==> config.mk <==
export PLATFORM = sky130hd
export DESIGN_NAME = risc_fetch_unit
export DESIGN_NICKNAME = d
export VERILOG_FILES = /design/src/rtl/risc_toy_pkg.sv /design/src/rtl/risc_sync_fifo.sv /design/src/rtl/risc_fetch_unit.sv
export SDC_FILE = /design/constraint.sdc
export NUM_CORES = 1
export LEC_CHECK = 0
export CORE_UTILIZATION = 40
export CTS_CLUSTER_SIZE = 24
export DETAILED_ROUTE_END_ITERATION = 12
export DONT_BUFFER_PORTS = 1
export PLACE_DENSITY = 0.61
export REMOVE_ABC_BUFFERS = 1
export SYNTH_ARGS = -nofsm -noshare
export SYNTH_HDL_FRONTEND = slang
export SYNTH_SLANG_ARGS = --single-unit
==> constraint.sdc <==
create_clock -name CLK -period 4.17 [get_ports CLK]
set_input_delay 0.834 -clock CLK [delete_from_list [all_inputs] [get_ports CLK]]
set_output_delay 0.834 -clock CLK [all_outputs]
set_load 0.02 [all_outputs]
==> src/rtl/risc_toy_pkg.sv <==
// Shared constants for the toy RISC core: default fetch geometry and opcodes.
package risc_toy_pkg;

   localparam int unsigned AW_DEF          = 30;
   localparam int unsigned DW_DEF          = 32;
   localparam int unsigned RESET_PC_DEF    = 0;
   localparam int unsigned FETCH_DEPTH_DEF = 4;

   localparam logic [6:0] OP_LUI    = 7'b0110111;
   localparam logic [6:0] OP_AUIPC  = 7'b0010111;
   localparam logic [6:0] OP_JAL    = 7'b1101111;
   localparam logic [6:0] OP_JALR   = 7'b1100111;
   localparam logic [6:0] OP_BRANCH = 7'b1100011;
   localparam logic [6:0] OP_LOAD   = 7'b0000011;
   localparam logic [6:0] OP_STORE  = 7'b0100011;
   localparam logic [6:0] OP_OPIMM  = 7'b0010011;
   localparam logic [6:0] OP_OP     = 7'b0110011;

endpackage

==> src/rtl/risc_sync_fifo.sv <==
// Synchronous FIFO with occupancy count and single-cycle flush.
// DEPTH must be a power of two so the pointers wrap naturally.
module risc_sync_fifo #(
   parameter int unsigned WIDTH = 32,
   parameter int unsigned DEPTH = 4
) (
   input  logic                   CLK,
   input  logic                   RST,
   input  logic                   FLUSH,
   input  logic                   PUSH,
   input  logic                   POP,
   input  logic [WIDTH-1:0]       WDATA,
   output logic [WIDTH-1:0]       RDATA,
   output logic [$clog2(DEPTH):0] COUNT
);

   localparam int unsigned PW = $clog2(DEPTH);
   localparam int unsigned CW = PW + 1;

   logic [WIDTH-1:0] mem_q [DEPTH];
   logic [PW-1:0]    wr_ptr_q;
   logic [PW-1:0]    rd_ptr_q;
   logic [CW-1:0]    count_q;
   logic             do_push;
   logic             do_pop;

   // Pop only when non-empty; push into a full FIFO only if a pop frees a slot.
   assign do_pop  = POP & (count_q != '0);
   assign do_push = PUSH & ((count_q != CW'(DEPTH)) | do_pop);

   // Storage array, deliberately not reset.
   always_ff @(posedge CLK) begin
      if (do_push & !RST & !FLUSH) begin
         mem_q[wr_ptr_q] <= WDATA;
      end
   end

   // Pointers and occupancy; reset and flush clear them.
   always_ff @(posedge CLK) begin
      if (RST | FLUSH) begin
         wr_ptr_q <= '0;
         rd_ptr_q <= '0;
         count_q  <= '0;
      end else begin
         if (do_push) wr_ptr_q <= wr_ptr_q + PW'(1);
         if (do_pop)  rd_ptr_q <= rd_ptr_q + PW'(1);
         count_q <= count_q + CW'(do_push) - CW'(do_pop);
      end
   end

   assign RDATA = mem_q[rd_ptr_q];
   assign COUNT = count_q;

endmodule

==> src/rtl/risc_fetch_unit.sv <==
// Instruction fetch unit: credit-based prefetch into a small {instr, pc} buffer
// with redirect support.
module risc_fetch_unit
   import risc_toy_pkg::*;
#(
   parameter int unsigned AW       = AW_DEF,
   parameter int unsigned DW       = DW_DEF,
   parameter int unsigned DEPTH    = FETCH_DEPTH_DEF,
   parameter int unsigned RESET_PC = RESET_PC_DEF
) (
   input  logic          CLK,
   input  logic          RST,
   output logic          IREQ,
   output logic [AW-1:0] IADDR,
   input  logic [DW-1:0] INSTR,
   input  logic          REDIR,
   input  logic [AW-1:0] REDIR_PC,
   output logic          F_VALID,
   output logic [DW-1:0] F_INSTR,
   output logic [AW-1:0] F_PC,
   input  logic          F_READY
);

   localparam int unsigned CW = $clog2(DEPTH) + 1;
   localparam int unsigned FW = DW + AW;

   logic [AW-1:0] pc_q;
   logic [AW-1:0] req_pc_q;
   logic          inflight_q;
   logic [CW-1:0] count;
   logic [FW-1:0] head;
   logic          credit_ok;
   logic          valid;
   logic          push;
   logic          pop;

   // A request is allowed only if its return is guaranteed a buffer slot.
   assign credit_ok = (count + CW'(inflight_q)) < CW'(DEPTH);
   assign IREQ      = !RST & !REDIR & credit_ok;
   assign IADDR     = pc_q;

   // Head visibility; a redirect squashes both the return and any pop.
   assign valid = !RST & (count != '0);
   assign pop   = valid & F_READY & !REDIR;
   assign push  = inflight_q & !REDIR;

   // Fetch PC, in-flight flag and the address of the outstanding request.
   always_ff @(posedge CLK) begin
      if (RST) begin
         pc_q       <= AW'(RESET_PC);
         req_pc_q   <= '0;
         inflight_q <= 1'b0;
      end else begin
         inflight_q <= IREQ;
         if (IREQ) req_pc_q <= pc_q;
         if (REDIR) begin
            pc_q <= REDIR_PC;
         end else if (IREQ) begin
            pc_q <= pc_q + AW'(1);
         end
      end
   end

   risc_sync_fifo #(
      .WIDTH (FW),
      .DEPTH (DEPTH)
   ) u_buf (
      .CLK   (CLK),
      .RST   (RST),
      .FLUSH (REDIR),
      .PUSH  (push),
      .POP   (pop),
      .WDATA ({INSTR, req_pc_q}),
      .RDATA (head),
      .COUNT (count)
   );

   assign F_VALID = valid;
   assign F_INSTR = valid ? head[FW-1:AW] : '0;
   assign F_PC    = valid ? head[AW-1:0]  : '0;

endmodule

# Word-level counts from Yosys, hierarchy flattened
# Memories as Yosys holds them, arrays and structs flattened. A register that Yosys moved wholly into a read port is not among the register bits.
# Index checks and enable logic that the tools add are counted.
[totals]
memories = 1
in_bits = 66
output_inout_bits = 94
ramBits = 248
register_bits = 68
[mem_list]
columns = ["name", "words", "width", "rd", "rd_ports_with_merged_regs", "wr", "line", "source"]
rows = [
  ["u_buf.mem_q", 4, 62, 1, 1, 1, "risc_sync_fifo.sv:20", "logic [WIDTH-1:0] mem_q [DEPTH];"],
]
[classes]
eq_ne = 1
add_sub_neg = 6
bitwise = 12
reduce_logical = 4
mux = 8
order_cmp = 1
[op_table]
columns = ["operator", "n"]
rows = [
  ["2-to-1 mux 30 bit", 3],
  ["2-to-1 mux 32 bit", 1],
  ["adder 30 x 1 -> 30 bit (second input constant)", 1],
  ["AND 1 bit", 10],
  ["adder 3 x 1 -> 3 bit", 2],
  ["adder 2 x 1 -> 2 bit (second input constant)", 2],
  ["2-to-1 mux 2 bit", 2],
  ["< comparator 3 bit (second input constant)", 1],
  ["!= test 3 bit (second input constant)", 1],
  ["nonzero test 3 bit", 1],
  ["subtractor 3 x 1 -> 3 bit", 1],
  ["zero test 1 bit", 2],
  ["2-to-1 mux 1 bit", 2],
  ["bitwise OR 1 bit", 2],
  ["nonzero test 2 bit", 1],
]

# Longest topological paths before layout
# Gate-level depths: netlist (run 1).
[logic_depth]
word_depth = 11
mapped_depth = 10
mapped_depth_nobuf = 9

# Hierarchy
# A second synthesis (run 1) with hierarchy kept.
[hier_totals]
hier_cells = 790
hier_area_um2 = 12828.6
[modules_own_cells]
columns = ["mod", "seq_area_each_um2", "area_per_inst_um2", "cells_per_inst", "instances"]
rows = [
  ["risc_sync_fifo", 7627.3, 9525.4, 370, 1],
  ["risc_fetch_unit", 1221.2, 3303.2, 420, 1],
]

# Least setup slack after synthesis (run 1)
# OpenSTA, ideal clock, no wires.
[synth_path]
path_kind = "in2reg"
startpoint = "in RST"
endpoint = "mem u_buf.mem_q[0][0] (netlist bit) (enable)"
t_arrival_ns = 2.879
setup_ns = 0.426
setup_slack_ns = 0.864
n_path_buf = 1
path_stages = 4
path_cell_list = "clkbuf_1 -> nor2_1 -> o211a_1 -> and2_1"
[synth_via]
elab_chain_len = 11
[synth_lines]
columns = ["element", "line", "source"]
rows = [
  ["start, declared", "risc_fetch_unit.sv:12", "input logic RST,"],
  ["zero test 1 bit *", "risc_sync_fifo.sv:33, risc_fetch_unit.sv:43", ""],
  ["AND 1 bit", "risc_fetch_unit.sv:43", "assign valid = !RST & (count != '0);"],
  ["AND 1 bit (2 in a row)", "risc_fetch_unit.sv:44", "assign pop = valid & F_READY & !REDIR;"],
  ["AND 1 bit", "risc_sync_fifo.sv:28", "assign do_pop = POP & (count_q != '0);"],
  ["bitwise OR 1 bit", "risc_sync_fifo.sv:29", "assign do_push = PUSH & ((count_q != CW'(DEPTH)) | do_pop);"],
  ["AND 1 bit", "risc_sync_fifo.sv:29", ""],
  ["AND 1 bit * (2 in a row)", "risc_sync_fifo.sv:33", "if (do_push & !RST & !FLUSH) begin"],
  ["2-to-1 mux 1 bit *", "risc_sync_fifo.sv:33", ""],
  ["2-to-1 mux 1 bit (implied by the code) *", "risc_sync_fifo.sv:34", "mem_q[wr_ptr_q] <= WDATA;"],
  ["end, declared", "risc_sync_fifo.sv:20", ""],
]
# Mark *: on every way between the ends. The rest lies on a longest branch, timed or not.

==> results of run 1 <==
layout by cell type (no fill, tap or decap), drive strengths merged, types with 6 or more instances in the layout:
cell | Yosys | final
edfxtp | 248 | 248
nand2 | 79 | 79
and2 | 78 | 78
dfxtp | 70 | 70
mux4 | 62 | 62
clkbuf | 37 | 40
a21oi | 35 | 35
nor2 | 31 | 31
or4 | 20 | 20
inv | 12 | 16
clkinv | 0 | 15
nand3 | 14 | 14
o211ai | 14 | 14
a311oi | 13 | 13
nand4 | 12 | 12
a31oi | 11 | 11
or3 | 9 | 9
buf | 16 | 9
o21ai | 8 | 8
nor3 | 6 | 6
ha | 6 | 6
and4 | 6 | 6
o311ai | 6 | 6
synth_stat cells (2+ instances only):
| master | instances |
|---|---|
| and3_1 | 4 |
| mux2i_1 | 2 |
| nor3b_1 | 3 |
| nand2_1 | 79 |
| ha_1 | 6 |
| a311o_1 | 2 |
| nor3_1 | 6 |
| or4_2 | 4 |
| inv_1 | 12 |
| a21oi_1 | 35 |
| a311oi_1 | 13 |
| o211ai_1 | 12 |
| o21ai_0 | 8 |
| dfxtp_1 | 70 |
| buf_2 | 15 |
| mux4_2 | 62 |
| nand4_1 | 10 |
| o311ai_0 | 5 |
| xor2_1 | 3 |
| o31ai_1 | 5 |
| nand3_1 | 14 |
| edfxtp_1 | 248 |
| a211oi_1 | 3 |
| or4_1 | 16 |
| a31oi_1 | 11 |
| xnor2_1 | 5 |
| and2_1 | 78 |
| nor4_1 | 4 |
| or3_1 | 8 |
| nor2_1 | 31 |
| clkbuf_1 | 37 |
| o211ai_2 | 2 |
| and4_1 | 5 |
worst max-delay path, cell delays in order, from the launching register on:
cell and delay (ns):
dfxtp_4 0.63, buf_4 0.44, mux4_2 0.59, and2_1 0.26
report_power, final:
part           leakage (nW)  internal (mW)  switching [mW]  total (mW)
logic                  1.10         0.0536          0.0823       0.136
registers              2.87           3.44          0.0829        3.53
clock network         0.577           1.88            1.24        3.12
layer usage:
layer  part of all wire [%]  GRT usage (%)  routed length (um)
met1                     43           21.9               11800
met2                     48           28.2               13400
met3                    7.2           4.64                2000
met4                    1.9           4.64                 517
met5                      0              0                   0
layout make-up:
class / instances / share of cell area (%)
Antenna cell: 1 / 0.0174
Sequential cell: 318 / 61.4
Clock buffer: 40 / 6.27
Clock inverter: 24 / 1.75
Multi-Input combinational cell: 451 / 26.2
Tap cell: 402 / 3.49
Inverter: 12 / 0.312
Timing Repair Buffer: 9 / 0.555
state kept, by name, indices dropped and copies added, names as in the netlist, named ones only:
register / cells
u_buf.wr_ptr_q: 2
IADDR: 30
inflight_q: 1
u_buf.COUNT: 3
u_buf.rd_ptr_q: 2
req_pc_q: 30
u_buf.mem_q: 248
kinds of logic (layout without fill, tap and decap cells):
group	after synthesis	after routing	synth area share [%]
flip-flops	318	318	68.9
AND/OR/NAND/NOR	270	270	11.4
AO/OA/AOI/OAI	102	102	5.37
buffers and inverters	65	85	2.04
multiplexers	64	64	11.0
XOR/XNOR	8	8	0.545
adder cells (fa/ha/maj)	7	7	0.740
other	0	1	0
stage by stage:
stage	total power [mW]	instances	TNS (ns)	setup WS, ns
2_1_floorplan	3.67	781	-11.62	-0.185
3_3_place_gp	3.73	1192	0	1.26
3_5_place_dp	3.73	1192	0	1.18
4_1_cts	6.85	1256	0	0.813
5_1_grt	7.00	1256	0	0.684
6_report	6.78	1257	0	0.904
how the worst max path moves through the flow:
stage	startpoint	endpoint	slack, ns	cells past startpoint
after floorplan	flop	F_INSTR[0]	-0.18	2
after global placement	RST	F_INSTR[23]	1.26	3
after detailed placement	RST	F_PC[2]	1.18	3
after CTS	flop	F_PC[4]	0.81	3
after global routing	u_buf.COUNT[2]$_SDFF_PN0_	F_PC[2]	0.68	4
final	flop	F_PC[2]	0.90	3
==> impl_results.md, run 1 <==
* R2R Path Start: IADDR[7]$_SDFFE_PP0P_
* Max Cap Viol at 0
* Post-cts sizing count at 0
* RD Place Congestion at 0.796
* Worst Setup Start Kind: flop
* FF/Latch Area at 0.00886 mm^2
* Vias in the first global route at 7097
* Post-CTS setup buffer count at 0
* First-pass GRT wire length at between 40000 and 50000 um
* Worst Skew at 0.0157 ns
* Initial core utilization at 40.7%
* Vias at around 7k
* Core area at 0.0316 mm^2
* Final Hold Vio Count at 0
* Hold EP: IADDR[0]$_SDFFE_PP0P_
* Reg2Reg Setup Slack at 1.70 ns
* Largest cells by area after synthesis: edfxtp_1, dfxtp_1, mux4_2
* CTS Sinks at 318
* Worst hold path stage count at 1
* Status: complete, no violations
* VDD IR-drop max at about 0.23 mV
* Yosys top cell area share at 57.9%
* Pin count of the biggest net entering global routing at 71
* Clk root buf: clkbuf_16
* Die area at 0.0328 mm^2
* Clk_lat worst skew at 0.52 ns
* Dominant cell type by area after synthesis: edfxtp_1
* Post-detail-place hpwl at 16100 um
* DRC at 0
* First DRT Iteration DRCs at slightly above 400
* Synth Warn # at 0
* CTS max path bufs at 3
* RSZ-0062 raised after global routing: false
* Max-slew headroom at between 30% and 40%
* Share of layout cells above drive strength 1 at 17.1%
* Antenna-violating nets left at 0
* Synth cell types at a little under 50
* PortBufs at 0
* Vias per cell at 5.60
* GR Overflow Total at 0
* Fin crit period at between 3 and 4 ns
* PD cells at 470 mW/mm^2
* Post-place instance area at 0.0133 mm^2
* Fin nets at 900
* # IOs at 160
* Reg2Reg Depth at 4
* Row count at 65
* Hold path start: RST
* Hold slack at 0.384 ns
* Total CTS buffers at 35
* Post-synth EDFFs at 248
* Syn Inst Count at 834
* Post-synthesis register bit count at 318
* Final setup violating endpoints at 0
* CTS clk-pin slew, worst paths at 0.06 ns
* Ys flop type: edfxtp_1
* Req. time, crit path at approximately 3.3 ns
* Critical path arrival at 2.43 ns
* Post-DR wirelength/cell at 22.0 um
* Mapped Avg Cell Area at roughly 15 um^2
* Post-synth ARST share at 0%
* Die Ht at 181 um
* Final Core Density at 45.7%
* CTS tree: built
* Crit Path Class: flop to output port
* FMAX at between 0.3 and 0.4 GHz
* Post-Syn Area at ~0.013 mm^2
* Slew @ Worst Pin at 1.03 ns
* Post-CTS Hold Buffers at 0
* Period utilization at between 70 and 80%
* Cell area after layout at roughly 0.014 mm^2
* GRT Resource Usage Total at between 10% and 20%
* Detailed Routing Iterations Pass 1 at 5
* Slew Limit Fails at 0
* Seq/Total Area, Yosys at 68.9%
* H-Tree Depth at 2
* Fill count at approximately 2.8k
* Reg2Reg Capture Point: IADDR[24]$_SDFFE_PP0P_
* Final wirelength at 27700 um
* P&R area growth vs syn at 12.2%
* Leakage at 4.54 nW
* Hold WC Path Type: input port to flop
* Crit end category: output port
* Initial antenna violation count at 2
* Horiz. Die Dim at between 150 and 200 um
* Multi-input logic area at 0.00378 mm^2
* Crit path max fanout at 18
Power figures use the tool's default switching activity.
==> run 2: changes to the inputs <==
==> constraint.sdc (replaced) <==
create_clock -name CLK -period 3.1 [get_ports CLK]
set_input_delay 0.62 -clock CLK [delete_from_list [all_inputs] [get_ports CLK]]
set_output_delay 0.62 -clock CLK [all_outputs]
set_load 0.02 [all_outputs]
==> run 2 against run 1 <==
Combinational power rose by 43%; core utilization rose by 0.15 points; clock power rose by 17%; worst hold slack got worse by 0.21 ns; cell count rose by 1.0%; sequential power rose by 34%; sequential cell count did not move; largest power group unchanged; highest routed layer unchanged; first-iteration DRC count rose by 0.48%; setup slack got worse by 0.65 ns; critical path type unchanged; largest cell class unchanged; count of clock-buffer cells in the layout did not move.
==> impl_results.md, run 2 (synthesis results as in run 1) <==
* Vias in the first global route at slightly above 7k
* Final setup violating endpoints at 0
* Post-cts sizing count at 0
* Horiz. Die Dim at ~180 um
* Worst Skew at 0.0146 ns
* H-Tree Depth at 2
* P&R area growth vs syn at 12.6%
* CTS Sinks at 318
* Row count at 65
* GRT Resource Usage Total at 17.3%
* Core area at 0.0316 mm^2
* Fill count at roughly 2.8k
* Setup TNS at 0 ns
* Post-detail-place hpwl at approximately 18000 um
* Commonest non-fill, non-tap cells in the layout: edfxtp_1, nand2_1, and2_1
* CP max stage cell: dfxtp_1
* First DRT Iteration DRCs at 415
* Initial antenna violation count at 1
* Vias at 7119
* Max Cap Viol at 0
* Post-DR wirelength/cell at 22.2 um
* Max reg flops at around 250
* Met1 Use GR at 22.6%
* Buffers & Inverters on Critical Path at 1
* Total power at 8.60 mW
* Crit path cell chain: nor3_1, nor2_4, buf_4, and2_1
* CP delay by family, top: simple AND/OR/NAND/NOR gates
* Crit path largest cell delay at 0.51 ns
* Share of layout cells above drive strength 1 at 17.5%
* Initial core utilization at between 40% and 50%
* Biggest register: u_buf.mem_q
* CTS tree: built
* Clk root buf: clkbuf_16
* Crit end category: output port
* Clk_lat worst skew at between 0.5 and 0.6 ns
* Commonest non-fill, non-tap cell in the layout: edfxtp_1
* Final Hold Vio Count at 0
* Total CTS buffers at 35
* Vias per cell at 5.61
* Hold WC Path Type: input port to flop
* # IOs at 160
* RSZ-0062 raised after global routing: false
* Post-place setup slack at between 0.6 and 0.7 ns
* Max-slew headroom at 32.3%
* Req. time, crit path at 2.48 ns
* Crit path max fanout at 32
* CTS max path bufs at 3
* First-pass GRT wire length at roughly 43000 um
* Pin count of the biggest net entering global routing at 71
* Worst Setup Start Kind: flop
* Antenna-violating nets left at 0
* FMAX at between 0.3 and 0.4 GHz
* Fin crit period at 2.84 ns
* Status: complete, no violations
* Period utilization at 91.7%
* Global route hottest layer: met2
* Detailed Routing Iterations Pass 1 at 5
* RD Place Congestion at 0.800
* PortBufs at 0
* Crit Path Class: flop to output port
* Leakage at about 4.6 nW
* Die area at 0.0328 mm^2
* Slew Limit Fails at 0
* Final wirelength at 28200 um
* VDD IR-drop max at 0.289 mV
* Fin nets at 916
* Met2 usage at 27.6%
* PD cells at 594 mW/mm^2
* Critical path arrival at between 2 and 2.5 ns
* PnR worst setup slack at approximately 0.26 ns
* DRC at 0
* GR Overflow Total at 0
* Slew @ Worst Pin at 1.01 ns
* CTS clk-pin slew, worst paths at 0.06 ns
* Post-CTS Hold Buffers at 0
* Die Ht at 181 um
* Post-CTS setup buffer count at 0
* GR Layer Usage met3 at 5.97%
## run 2: cell count changes in the layout (fill, tap and decap cells not counted)
cell / before / now
buf_12: 1 / 8
buf_4: 8 / 17
bufinv_16: 5 / 0
clkbuf_1: 4 / 5
clkbuf_8: 1 / 0
clkinv_1: 6 / 12
clkinv_2: 9 / 5
clkinvlp_4: 0 / 1
inv_6: 4 / 3
## run 2: final timing paths
check,endpoint,depth (start not counted),startpoint,slack (ns)
min,req_pc_q[13]$_SDFFE_PP0P_,1,RST,0.18
max,F_INSTR[31],4,u_buf.COUNT[2]$_SDFF_PN0_,0.26
min reg2reg,req_pc_q[29]$_SDFFE_PP0P_,2,req_pc_q[29]$_SDFFE_PP0P_,0.49
max reg2reg,u_buf.COUNT[2]$_SDFF_PN0_,9,u_buf.COUNT[2]$_SDFF_PN0_,0.65
## run 2: stage by stage
stage	hold WS (ns)	area (um^2)	std cells	utilization (%)
3_3_place_gp	0.474	13500	1208	42.7
4_1_cts	0.161	14500	1269	45.8
5_1_grt	0.152	14500	1269	45.8
2_1_floorplan	0.458	12600	781	-
6_report	0.176	14500	1270	45.9
3_5_place_dp	0.482	13500	1208	42.7
## run 2: worst register-to-register path, stage by stage, from the launching register on
cell and delay [ns]:
dfxtp_1 0.51, or3b_2 0.51, o21ai_0 0.41, nor2_1 0.09, ha_1 0.21, inv_1 0.07
fa_1 0.18, xor2_1 0.19, xnor2_1 0.14, nor2_1 0.05
## run 2: report_power, final
part | internal [mW] | switching (mW) | leakage (nW)
Clock | 2.07 | 1.59 | 0.489
Sequential | 4.63 | 0.109 | 2.87
Combinational | 0.0781 | 0.117 | 1.21
Total | 6.78 | 1.82 | 4.57
## run 2: final cells by class
cell class / count / area [um^2] / area share [%]
sequential: 318 / 8860 / 61.2
multi-input combinational: 451 / 3780 / 26.1
timing repair buffer: 25 / 288 / 1.99
tap: 402 / 503 / 3.48
clock inverter: 21 / 104 / 0.718
inverter: 12 / 45.0 / 0.311
antenna: 1 / 2.50 / 0.0173
clock buffer: 40 / 895 / 6.18
## run 2: routing by layer
| metal | share of wire [%] | vias to the layer above |
|---|---|---|
| met1 | 43 | 3593 |
| met4 | 1.7 | 0 |
| met5 | 0 | - |
| met2 | 47 | 218 |
| li1 | - | 3266 |
| met3 | 8.1 | 42 |
==> run 3: changes to the inputs <==
--- a/config.mk
+++ b/config.mk
@@ -5,6 +5,7 @@
 export SDC_FILE = /design/constraint.sdc
 export NUM_CORES = 1
 export LEC_CHECK = 0
+export CORE_ASPECT_RATIO = 1.1
 export CORE_UTILIZATION = 40
 export CTS_CLUSTER_SIZE = 24
 export DETAILED_ROUTE_END_ITERATION = 12
==> run 3 against run 2 <==
Combinational power is 4% higher; routed wire length is 2.4% higher; fmax is 2.2% higher; global-route usage is 0.37 points higher; worst hold slack better by 0.0027 ns; sequential share of layout area is 0.53 points lower; setup slack better by 0.062 ns; first-iteration DRC count is 7.5% higher; core utilization is 0.51 points higher; sequential power hardly changed; critical path type unchanged; largest cell class unchanged; highest routed layer is now met5.
==> impl_results.md, run 3 (synthesis results as in run 1) <==
* PnR worst setup slack at 0.320 ns
* ANT cells at 0
* CTS Sinks at around 320
* GRT Resource Usage Total at 17.7%
* Commonest non-fill, non-tap cells in the layout: edfxtp_1, nand2_1, and2_1
* Slew Limit Fails at 0
* Critical path arrival at between 2 and 2.5 ns
* Crit path largest cell delay at 0.49 ns
* Final wirelength at 28800 um
* PortBufs at 0
* FMAX at 0.360 GHz
* DRT met1 WL at 12500 um
* Post-place setup slack at 0.641 ns
* Fin nets at 918
* FF/Latch Area at 0.00886 mm^2
* CTS clk-pin slew, worst paths at 0.06 ns
* Max reg flops at 248
* Share of layout cells above drive strength 1 at 18.3%
* Status: complete, no violations
* Die Ht at 190 um
* Crit Path Class: flop to output port
* Total CTS buffers at 34
* Setup TNS at 0 ns
* Top Layer Used: met5
* DRC at 0
* Antenna-violating nets left at 0
* Wire length on met3 at approximately 2200 um
* Pin count of the biggest net entering global routing at 71
* Post-cts sizing count at 0
* Row count at 68
* Crit path max fanout at 14
* Initial antenna violation count at 1
* Req. time, crit path at between 2 and 2.5 ns
* Fin crit period at 2.78 ns
* Detailed Routing Iterations Pass 1 at 5
* Leakage at 4.61 nW
* Post-DR wirelength/cell at ~22 um
* CTS max path bufs at 3
* Fill count at roughly 2.8k
* Post-CTS Hold Buffers at 0
* Vias in the first global route at about 7.2k
* Final setup violating endpoints at 0
* Worst Setup Start Kind: flop
* First DRT Iteration DRCs at between 400 and 500
* Slew @ Worst Pin at 1.01 ns
* Initial core utilization at 40.8%
* Clk_lat worst skew at between 0.5 and 0.6 ns
* VDD IR-drop max at 0.341 mV
* Max Cap Viol at 0
* Biggest register: u_buf.mem_q
* Period utilization at 89.7%
* CP max stage cell: mux2i_4
* Core area at 0.0315 mm^2
* Crit path cell chain: and3_1, mux2i_4, inv_1, buf_4
* Post-CTS setup buffer count at 0
* Final Core Density at 46.4%
* Post-detail-place hpwl at 18600 um
* Total power at 8.79 mW
* Met2 WL at 13600 um
* Final Hold Vio Count at 0
* Crit end category: output port
* Clk root buf: clkbuf_16
* First-pass GRT wire length at 44200 um
* CTS tree: built
* H-Tree Depth at 2
* RSZ-0062 raised after global routing: false
* GR Overflow Total at 0
* Worst Skew at between 0.01 and 0.015 ns
* Vias at 7230
* Hold WC Path Type: input port to flop
* Multi-input logic area at 0.00378 mm^2
* Horiz. Die Dim at 173 um
* P&R area growth vs syn at 13.6%
* RD Place Congestion at 0.783
* # IOs at 160
* Commonest non-fill, non-tap cell in the layout: edfxtp_1
* Die area at 0.0328 mm^2
* Vias per cell at 5.61
* Max-slew headroom at between 30% and 40%
* PD cells at roughly 600 mW/mm^2
run 3: changes by cell type in the layout (fill, tap and decap cells not counted), sizes merged:
cell and delta:
buf +3, inv -1, clkinv -6, diode -1, clkinvlp +1, bufinv +2
clkbuf +3
run 3: path summary, 6_finish.rpt:
| check | from | endpoint | slack, ns | depth (start not counted) |
|---|---|---|---|---|
| worst min-delay path | RST | req_pc_q[11]$_SDFFE_PP0P_ | 0.18 | 1 |
| worst max-delay path | u_buf.COUNT[1]$_SDFF_PN0_ | IREQ | 0.32 | 4 |
| worst max register to register | u_buf.COUNT[2]$_SDFF_PN0_ | u_buf.COUNT[2]$_SDFF_PN0_ | 0.64 | 9 |
| worst min register to register | req_pc_q[14]$_SDFFE_PP0P_ | req_pc_q[14]$_SDFFE_PP0P_ | 0.49 | 2 |
run 3: final cells by class:
cell class / count / area share [%]
sequential: 318 / 60.7
clock inverter: 17 / 1.05
clock buffer: 43 / 6.20
tap: 420 / 3.60
timing repair buffer: 28 / 2.30
inverter: 12 / 0.309
multi-input combinational: 451 / 25.9
run 3: routing by layer:
layer,up-vias,track usage [%]
met5,-,0
li1,3275,-
met4,2,4.42
met1,3677,23.5
met2,237,28.7
met3,39,4.96
run 3: report_power, final:
| part | switching, mW | internal (mW) | leakage, nW |
|---|---|---|---|
| Clock | 1.61 | 2.24 | 0.514 |
| Sequential | 0.107 | 4.63 | 2.87 |
| Combinational | 0.121 | 0.0813 | 1.23 |
| Total | 1.83 | 6.96 | 4.61 |
run 3: critical path: cells and delay by family (launching register included):
| family | cells | cell delay [ns] |
|---|---|---|
| and+or+nand+nor | 1 | 0.36 |
| muxes | 1 | 0.49 |
| buffers and inverters | 2 | 0.34 |
| DFF | 1 | 0.46 |
run 3: metrics by stage:
stage               cells  hold WS [ns]  area (um^2)
finish               1289         0.179        14600
global route         1289         0.153        14600
CTS                  1289         0.153        14600
detailed placement   1229         0.483        13500
global placement     1229         0.476        13500
floorplan             781         0.458        12600
